--- config.mk ---
export PLATFORM = sky130hd
export DESIGN_NAME = stc_pe_seq
export DESIGN_NICKNAME = d
export VERILOG_FILES = /design/src/rtl/stc_pe_seq.sv
export SDC_FILE = /design/constraint.sdc
export NUM_CORES = 1
export LEC_CHECK = 0
export CAP_MARGIN = 30
export CORE_ASPECT_RATIO = 0.6
export CORE_MARGIN = 1.5
export CORE_UTILIZATION = 41
export DETAILED_ROUTE_END_ITERATION = 7
export PLACE_DENSITY = 0.75
export SYNTH_ARGS = -nofsm -noshare
export SYNTH_HDL_FRONTEND = slang
export SYNTH_SLANG_ARGS = --single-unit
--- constraint.sdc ---
create_clock -name clk -period 1.6 [get_ports clk]
set_clock_uncertainty 0.05 [all_clocks]
set_input_delay 0.16 -clock clk [delete_from_list [all_inputs] [get_ports clk]]
set_output_delay 0.16 -clock clk [all_outputs]
set_load 0.01 [all_outputs]
--- src/rtl/stc_pe_seq.sv ---
// Sequencer for one sparse PE row: streams A nonzeros, issues B-row reads and
// time-aligns A values with the returned B row so the PE accumulates D = C + sum(a*B).
module stc_pe_seq #(
    parameter int unsigned DW_DATA = 8,
    parameter int unsigned IDX_W   = 5,
    parameter int unsigned CNT_W   = 6,
    parameter int unsigned RD_LAT  = 1,
    parameter int unsigned MUL_LAT = 1
) (
    input  logic               clk,
    input  logic               reset,
    input  logic               start,
    input  logic [CNT_W-1:0]   nnz,
    input  logic               nz_valid,
    output logic               nz_ready,
    input  logic [DW_DATA-1:0] nz_val,
    input  logic [IDX_W-1:0]   nz_col,
    output logic               b_rd_en,
    output logic [IDX_W-1:0]   b_rd_addr,
    output logic [DW_DATA-1:0] pe_a_element,
    output logic               pe_load_en,
    output logic               pe_acc_en,
    output logic               busy,
    output logic               d_valid
);

    localparam int unsigned LAT  = RD_LAT + MUL_LAT;
    localparam int unsigned DR_W = (LAT > 1) ? $clog2(LAT) : 1;

    typedef enum logic [2:0] {
        S_IDLE,
        S_LOAD,
        S_ISSUE,
        S_DRAIN,
        S_DONE
    } state_t;

    state_t                           r_state;
    state_t                           w_next;
    logic [CNT_W-1:0]                 r_nnz;
    logic [CNT_W-1:0]                 r_count;
    logic [DR_W-1:0]                  r_drain;
    logic [RD_LAT-1:0][DW_DATA-1:0]   r_dl_val;
    logic [RD_LAT-1:0]                r_dl_vld;
    logic                             w_hs;
    logic                             w_last;

    assign w_hs   = nz_valid && (r_state == S_ISSUE);
    assign w_last = (r_count == (r_nnz - CNT_W'(1)));

    // State, nonzero count and drain timer
    always_ff @(posedge clk or posedge reset) begin
        if (reset) begin
            r_state <= S_IDLE;
            r_nnz   <= '0;
            r_count <= '0;
            r_drain <= '0;
        end else begin
            r_state <= w_next;
            if ((r_state == S_IDLE) && start) begin
                r_nnz   <= nnz;
                r_count <= '0;
            end else if (w_hs) begin
                r_count <= r_count + CNT_W'(1);
            end
            r_drain <= (r_state == S_DRAIN) ? (r_drain + DR_W'(1)) : '0;
        end
    end

    // A-value delay line matching the B-row read latency; runs free so stalls never disturb it
    always_ff @(posedge clk or posedge reset) begin
        if (reset) begin
            r_dl_val <= '0;
            r_dl_vld <= '0;
        end else begin
            r_dl_val[0] <= w_hs ? nz_val : '0;
            r_dl_vld[0] <= w_hs;
            for (int i = 1; i < int'(RD_LAT); i++) begin
                r_dl_val[i] <= r_dl_val[i-1];
                r_dl_vld[i] <= r_dl_vld[i-1];
            end
        end
    end

    assign pe_a_element = r_dl_vld[RD_LAT-1] ? r_dl_val[RD_LAT-1] : '0;

    // Next state and control outputs
    always_comb begin
        w_next     = r_state;
        nz_ready   = 1'b0;
        b_rd_en    = 1'b0;
        b_rd_addr  = '0;
        pe_load_en = 1'b0;
        pe_acc_en  = 1'b0;
        busy       = 1'b1;
        d_valid    = 1'b0;
        case (r_state)
            S_IDLE: begin
                busy = 1'b0;
                if (start) begin
                    w_next = S_LOAD;
                end
            end
            S_LOAD: begin
                pe_load_en = 1'b1;
                w_next     = (r_nnz == '0) ? S_DONE : S_ISSUE;
            end
            S_ISSUE: begin
                nz_ready  = 1'b1;
                pe_acc_en = 1'b1;
                if (w_hs) begin
                    b_rd_en   = 1'b1;
                    b_rd_addr = nz_col;
                    if (w_last) begin
                        w_next = (LAT == 0) ? S_DONE : S_DRAIN;
                    end
                end
            end
            S_DRAIN: begin
                pe_acc_en = 1'b1;
                if (r_drain == DR_W'(LAT - 1)) begin
                    w_next = S_DONE;
                end
            end
            S_DONE: begin
                d_valid = 1'b1;
                w_next  = S_IDLE;
            end
            default: begin
                w_next = S_IDLE;
            end
        endcase
    end

endmodule
==> results.yml, run 1 <==
status:
  status: "completed"
pwr:
  p_comb_share_pct: 50.2
  p_int_w: 0.00180
  power.switching_w: 0.00107
  clkPwrFrac_pct: 13.3
  pwr-share-seq_pct: 36.5
  sw_frac_of_total_pct: 37.3
  ir_drop_uv: 726
  p_per_area_nw_per_um2: 1520
  cellLeakagePower_nw: 0.908
route:
  drt-pass1-iter-count: 4
  post_drt_wl_per_cell_um: 13.5
  drt-initial-drc-count: 28
  drcViolationCount: 0
  routed_wl_um: 2930
  drt.antenna.violating_nets: 0
  vias: 1009
  viasPerCell: 4.65
floorplan:
  die_x_um: 75.6
  core_sq_um: 2950
  io-pin-count: 42
  initial_core_util_pct: 44.0
  die_height_um: 46.6
  dieArea_sq_um: 3520
  core.rowCount: 15
sta:
  hold_viol_final: 0
  grt_setup_unrepaired: "yes"
  setup_ws_ps: 9.47
  finalCritPeriodShare_pct: 99.4
  finalSetupTns_ps: 0
  slew_headroom_pct: 77.9
  drv_slew: 0
  setup_viol: 0
  hold_ws_ps: 176
  fmax_mhz: 629
  worstMarginPinSlew_ps: 328
  layout_min_cycle_time_ps: 1590
synthesis:
  synth.net_count: 146
  yosys_warnings: 0
  syn_inst: 121
  synth.yosys.seq_area_share_pct: 48.3
  synthDistinctLibCells: 30
  synth_seq_cells: 25
  synth_area_sq_um: 1300
  synth.avg_cell_area_sq_um: 10.7
worst_setup_path:
  r2r_setup_slack_ps: 9
  critPathKind: "register to register"
  worst-endpoint-arrival_ps: 1700
  endpoint_kind: "register"
  path_max_fanout: 7
  start_kind: "register"
  required_ps: 1710
finish:
  diodes: 0
  fill_cells: 252
  syn2layout_area_growth_pct: 45.3
  drive_above_1_share_pct: 25.1
  nNetsFinal: 201
cts:
  clock_latency_ps: 270
  cts_hold_buffers: 0
  cts_htree_levels: 1
  cts_tree: "yes"
  clkTransAtPathRegs_ps: 90
  clockRootBuffer: "clkbuf_8"
  clk_path_buf_depth: 2
  cts_made_buffers: 3
  clock_sinks: 25
grt:
  gr-usage-met1_pct: 23.1
  grt_max_degree: 26
  grt_pass1_wl_um: 4410
  antenna_found_initial: 0
  met3_usage_pct: 2.84
  grt_pass1_vias: 968
  use_met2_pct: 28.2
  grt_usage_pct: 16.9
  grt-busiest-layer: "met2"
  grt-ovfl-total: 0
placement:
  numPortBuffers: 41
  place_ws_ps: -195
  place_congestion: 0.801
  place_hpwl_um: 2220
min_path:
  hp-class: "input port to asynchronous set/reset pin"
job:
  drv_cap: 0
==> metal layers <==
layer / share of wire [%] / vias up
met1: 49 / 479
met5: 0 / -
met4: 1.0 / 0
met3: 3.2 / 4
met2: 47 / 21
li1: - / 505
==> final timing paths <==
kind	from	endpoint	cells past startpoint
max reg2reg	r_state[2]	r_nnz[2]	4
min reg2reg	r_state[2]	r_state[1]	2
max in group asynchronous	reset	r_state[1]	3
max	r_state[2]	r_nnz[2]	4
min	reset	r_dl_val[1]	3
min in group clk	nz_val[4]	r_dl_val[4]	2
==> cell usage after synthesis <==
cell | n | area [sq um]
a221oi_1 | 1 | 8.76
nor3_1 | 2 | 10.0
inv_1 | 4 | 15.0
o2111ai_2 | 1 | 15.0
nor2b_1 | 2 | 12.5
dfrtp_1 | 25 | 626
a41oi_1 | 1 | 8.76
nand4_1 | 2 | 12.5
xor2_1 | 7 | 61.3
ha_1 | 2 | 25.0
nand2_1 | 8 | 30.0
nor2_8 | 1 | 20.0
and3b_1 | 2 | 17.5
mux2i_1 | 1 | 10.0
buf_6 | 3 | 33.8
nand3b_1 | 2 | 15.0
nor3b_1 | 1 | 7.51
and2_1 | 22 | 138
and4bb_4 | 1 | 16.3
xnor2_1 | 5 | 43.8
o32ai_1 | 1 | 8.76
a21oi_1 | 3 | 15.0
nand3_1 | 2 | 10.0
nor2_1 | 9 | 33.8
o21ai_0 | 3 | 15.0
mux2_2 | 4 | 45.0
buf_2 | 3 | 15.0
o21ba_2 | 1 | 10.0
or3_4 | 1 | 11.3
and3_1 | 1 | 6.26
==> cells in the final DEF (no fill, tap or decap), drive strengths merged <==
master and n:
nor2b 2, nand4 2, mux2 4, and3 1
nor3b 1, nor2 10, inv 4, clkinvlp 1
buf 21, or3 1, and4bb 1, nand3b 2
o2111ai 1, o21ba 1, clkdlybuf4s50 26, clkbuf 4
mux2i 1, a21oi 3, xor2 7, dfrtp 25
ha 2, clkdlybuf4s15 1, a41oi 1, dlymetal6s2s 2
nand3 2, dlygate4sd2 5, a221oi 1, and2 22
o32ai 1, xnor2 5, nand2 8, and3b 2
nor3 2, o21ai 3
==> layout make-up <==
type / count / area, sq um / area share, %
Multi-Input combinational cell: 86 / 638 / 33.9
Sequential cell: 25 / 628 / 33.4
Timing Repair Buffer: 56 / 500 / 26.6
Tap cell: 42 / 52.6 / 2.79
Clock buffer: 3 / 41.3 / 2.19
Inverter: 4 / 15.0 / 0.797
Clock inverter: 1 / 7.51 / 0.399
==> cells by family after synthesis <==
group / count (synthesis) / share of synthesized area (%)
AOI/OAI and AO/OA: 11 / 6.27
xor gates and xnor gates: 12 / 8.11
adders and majority gates: 2 / 1.93
buffers and inverters: 10 / 4.92
DFF: 25 / 48.3
muxes: 5 / 4.25
and+or+nand+nor: 56 / 26.3
==> worst max-delay path: stages (launching register included) <==
cell	delay, ps
dfrtp_1	390
buf_6	140
or3_4	430
nor2_8	130
mux2_2	350
==> sequential cells by signal (all words and copies together), names as in the netlist <==
register	flops
r_nnz	6
r_state	3
r_count	6
r_dl_val	8
r_drain	1
r_dl_vld	1
==> what timing repair did <==
action	CTS	global route
resized for setup	33	16
endpoints found under the setup margin	19	16
pin swaps	1	4
setup buffers	0	3
==> per-stage QoR <==
step                util (%)  instances  instance area [sq um]  power, W
floorplan                  -        121                   1300   0.00184
global placement        61.1        210                   1800   0.00231
detailed placement      61.1        210                   1800   0.00238
CTS                     61.6        214                   1810   0.00269
global route            63.9        217                   1880   0.00304
finish                  63.9        217                   1880   0.00287
==> power by group through the flow <==
| stage | Clock, W | Combinational, W | Sequential (W) |
|---|---|---|---|
| 4_1_cts | 0.000391 | 0.00127 | 0.00103 |
| 5_1_grt | 0.000405 | 0.00157 | 0.00106 |
| 3_5_place_dp | 0 | 0.00134 | 0.00104 |
| 2_1_floorplan | 0 | 0.000887 | 0.000949 |
| 3_3_place_gp | 0 | 0.00129 | 0.00102 |
| 6_report | 0.000382 | 0.00144 | 0.00105 |
(Power assumes the default switching activity.)
==> inputs of run 2 (changes only) <==
--- a/config.mk
+++ b/config.mk
@@ -11,6 +11,8 @@
 export CORE_UTILIZATION = 41
 export DETAILED_ROUTE_END_ITERATION = 7
 export PLACE_DENSITY = 0.75
+export SETUP_SLACK_MARGIN = 0.3
 export SYNTH_ARGS = -nofsm -noshare
 export SYNTH_HDL_FRONTEND = slang
 export SYNTH_SLANG_ARGS = --single-unit
+export TNS_END_PERCENT = 10
==> results.yml, run 2 (same netlist as run 1, synthesis figures left out) <==
floorplan:
  io-pin-count: 42
  core.rowCount: 15
  dieArea_sq_um: 3520
  core_sq_um: 2950
  die_x_um: 75.6
  initial_core_util_pct: 44.0
  die_height_um: 46.6
placement:
  place_congestion: 0.800
  place_ws_ps: -231
  numPortBuffers: 41
  place_hpwl_um: 2220
finish:
  layout.cells.most_common: "dfrtp_1"
  drive_above_1_share_pct: 37.6
  fill_cells: 238
  diodes: 0
  multi_input_area_sq_um: 693
  nNetsFinal: 204
  final_cell_mix: "dfrtp_1 (24), clkdlybuf4s50_1 (22), and2_1 (18), buf_2 (16), buf_4 (14)"
  utilization_pct: 65.1
  syn2layout_area_growth_pct: 47.9
  seq_area_sq_um: 627
  largest_reg_flops: 8
  reg_top3: "r_dl_val (8), r_count (6), r_nnz (6)"
  regMostFlops: "r_dl_val"
sta:
  drv_slew: 0
  grt_setup_unrepaired: "yes"
  hold_ws_ps: 190
  setup_ws_ps: 5.06
  fmax_mhz: 627
  finalSetupTns_ps: 0
  finalCritPeriodShare_pct: 99.7
  slew_headroom_pct: 79.4
  layout_min_cycle_time_ps: 1590
  worstMarginPinSlew_ps: 309
  hold_viol_final: 0
  setup_viol: 0
grt:
  grt_pass1_wl_um: 4690
  grt_usage_pct: 18.9
  grt_pass1_vias: 1009
  antenna_found_initial: 0
  grt-ovfl-total: 0
  grt_max_degree: 26
cts:
  cts_hold_buffers: 0
  clock_latency_ps: 270
  clock_sinks: 25
  clkTransAtPathRegs_ps: 80
  clockRootBuffer: "clkbuf_8"
  cts_htree_levels: 1
  cts_made_buffers: 3
  cts_tree: "yes"
  clk_path_buf_depth: 2
worst_setup_path:
  worst-endpoint-arrival_ps: 1700
  required_ps: 1700
  r2r_setup_slack_ps: 5
  critPathKind: "register to register"
  r2r-end: "r_nnz[4]"
  start_kind: "register"
  path_max_fanout: 6
  startpoint: "r_state[2]"
  r2r_start: "r_state[2]"
  reg2regPathDepth: 4
  endpoint_kind: "register"
route:
  post_drt_wl_per_cell_um: 13.9
  vias: 1066
  routed_wl_um: 3060
  drt-initial-drc-count: 24
  drt-pass1-iter-count: 4
  viasPerCell: 4.85
  drt.antenna.violating_nets: 0
  drcViolationCount: 0
pwr:
  cellLeakagePower_nw: 0.920
  p_per_area_nw_per_um2: 1560
  ir_drop_uv: 739
status:
  status: "completed"
job:
  drv_cap: 0
min_path:
  hp-class: "input port to asynchronous set/reset pin"
## run 2: cell count changes in the layout (fill, tap and decap cells not counted), moves of 2 or more
cell             before  now
nand2_1               8    6
and2_4                0    4
o21ai_0               3    1
mux2_4                0    4
clkdlybuf4s50_1      26   22
buf_6                 3    7
buf_2                 5   16
dlymetal6s2s_1        2    0
dlygate4sd2_1         5    0
mux2_2                4    0
and2_1               22   18
nand2_2               0    2
## run 2: cell type report
class                   instances  area share (%)
clock buffers                   4            2.35
multi-input cells              86            36.2
well taps                      42            2.74
flip-flops and latches         25            32.7
repair buffers                 59            25.3
inverters                       4           0.783
## run 2: worst max-delay path, stage by stage (launching register included)
cell     delay [ps]
dfrtp_1         390
buf_6           130
or3_4           420
nor2_8          170
mux2_4          320
## run 2: stage by stage
step / instance area, sq um / instances / total power [W]
final: 1920 / 220 / 0.00299
after global routing: 1920 / 220 / 0.00319
after CTS: 1860 / 219 / 0.00284
after detailed placement: 1810 / 211 / 0.00239
after global placement: 1810 / 211 / 0.00232
after floorplan: 1300 / 121 / 0.00184
## run 2: where the power goes
group | internal [W] | switching (W) | total (W)
registers | 0.000824 | 0.000238 | 0.00106
logic | 0.000879 | 0.000685 | 0.00156
clock network | 0.000178 | 0.000188 | 0.000366
total | 0.00188 | 0.00111 | 0.00299
## run 2: metal layers
layer | global-route usage, % | routed length (um) | vias to the layer above
li1 | - | - | 514
met1 | 25.4 | 1430 | 511
met2 | 29.8 | 1450 | 33
met3 | 4.81 | 139 | 8
met4 | 6.79 | 47 | 0
met5 | 0 | 0 | -
## run 2: worst max-delay path by stage
stage | to | slack, ps | cells past startpoint
after floorplan | r_nnz[2] | 70 | 4
after global placement | b_rd_addr[0] | -200 | 4
after detailed placement | b_rd_addr[2] | -230 | 4
after CTS | b_rd_addr[1] | -20 | 4
after global routing | b_rd_addr[0] | -40 | 4
final | r_nnz[4] | 5 | 4
## run 2: repair_timing
item	CTS	global route
resized for setup	95	14
pin swaps	7	9
cloned	0	1
buffers inserted	4	0
setup endpoints to repair	33	29
hold endpoints to repair	0	0
==> inputs of run 3 (changes only) <==
--- a/config.mk
+++ b/config.mk
@@ -5,7 +5,6 @@
 export SDC_FILE = /design/constraint.sdc
 export NUM_CORES = 1
 export LEC_CHECK = 0
-export CAP_MARGIN = 30
 export CORE_ASPECT_RATIO = 0.6
 export CORE_MARGIN = 1.5
 export CORE_UTILIZATION = 41
==> results of run 3 <==
No change in the layout: final DEF, timing and power equal those of run 2.
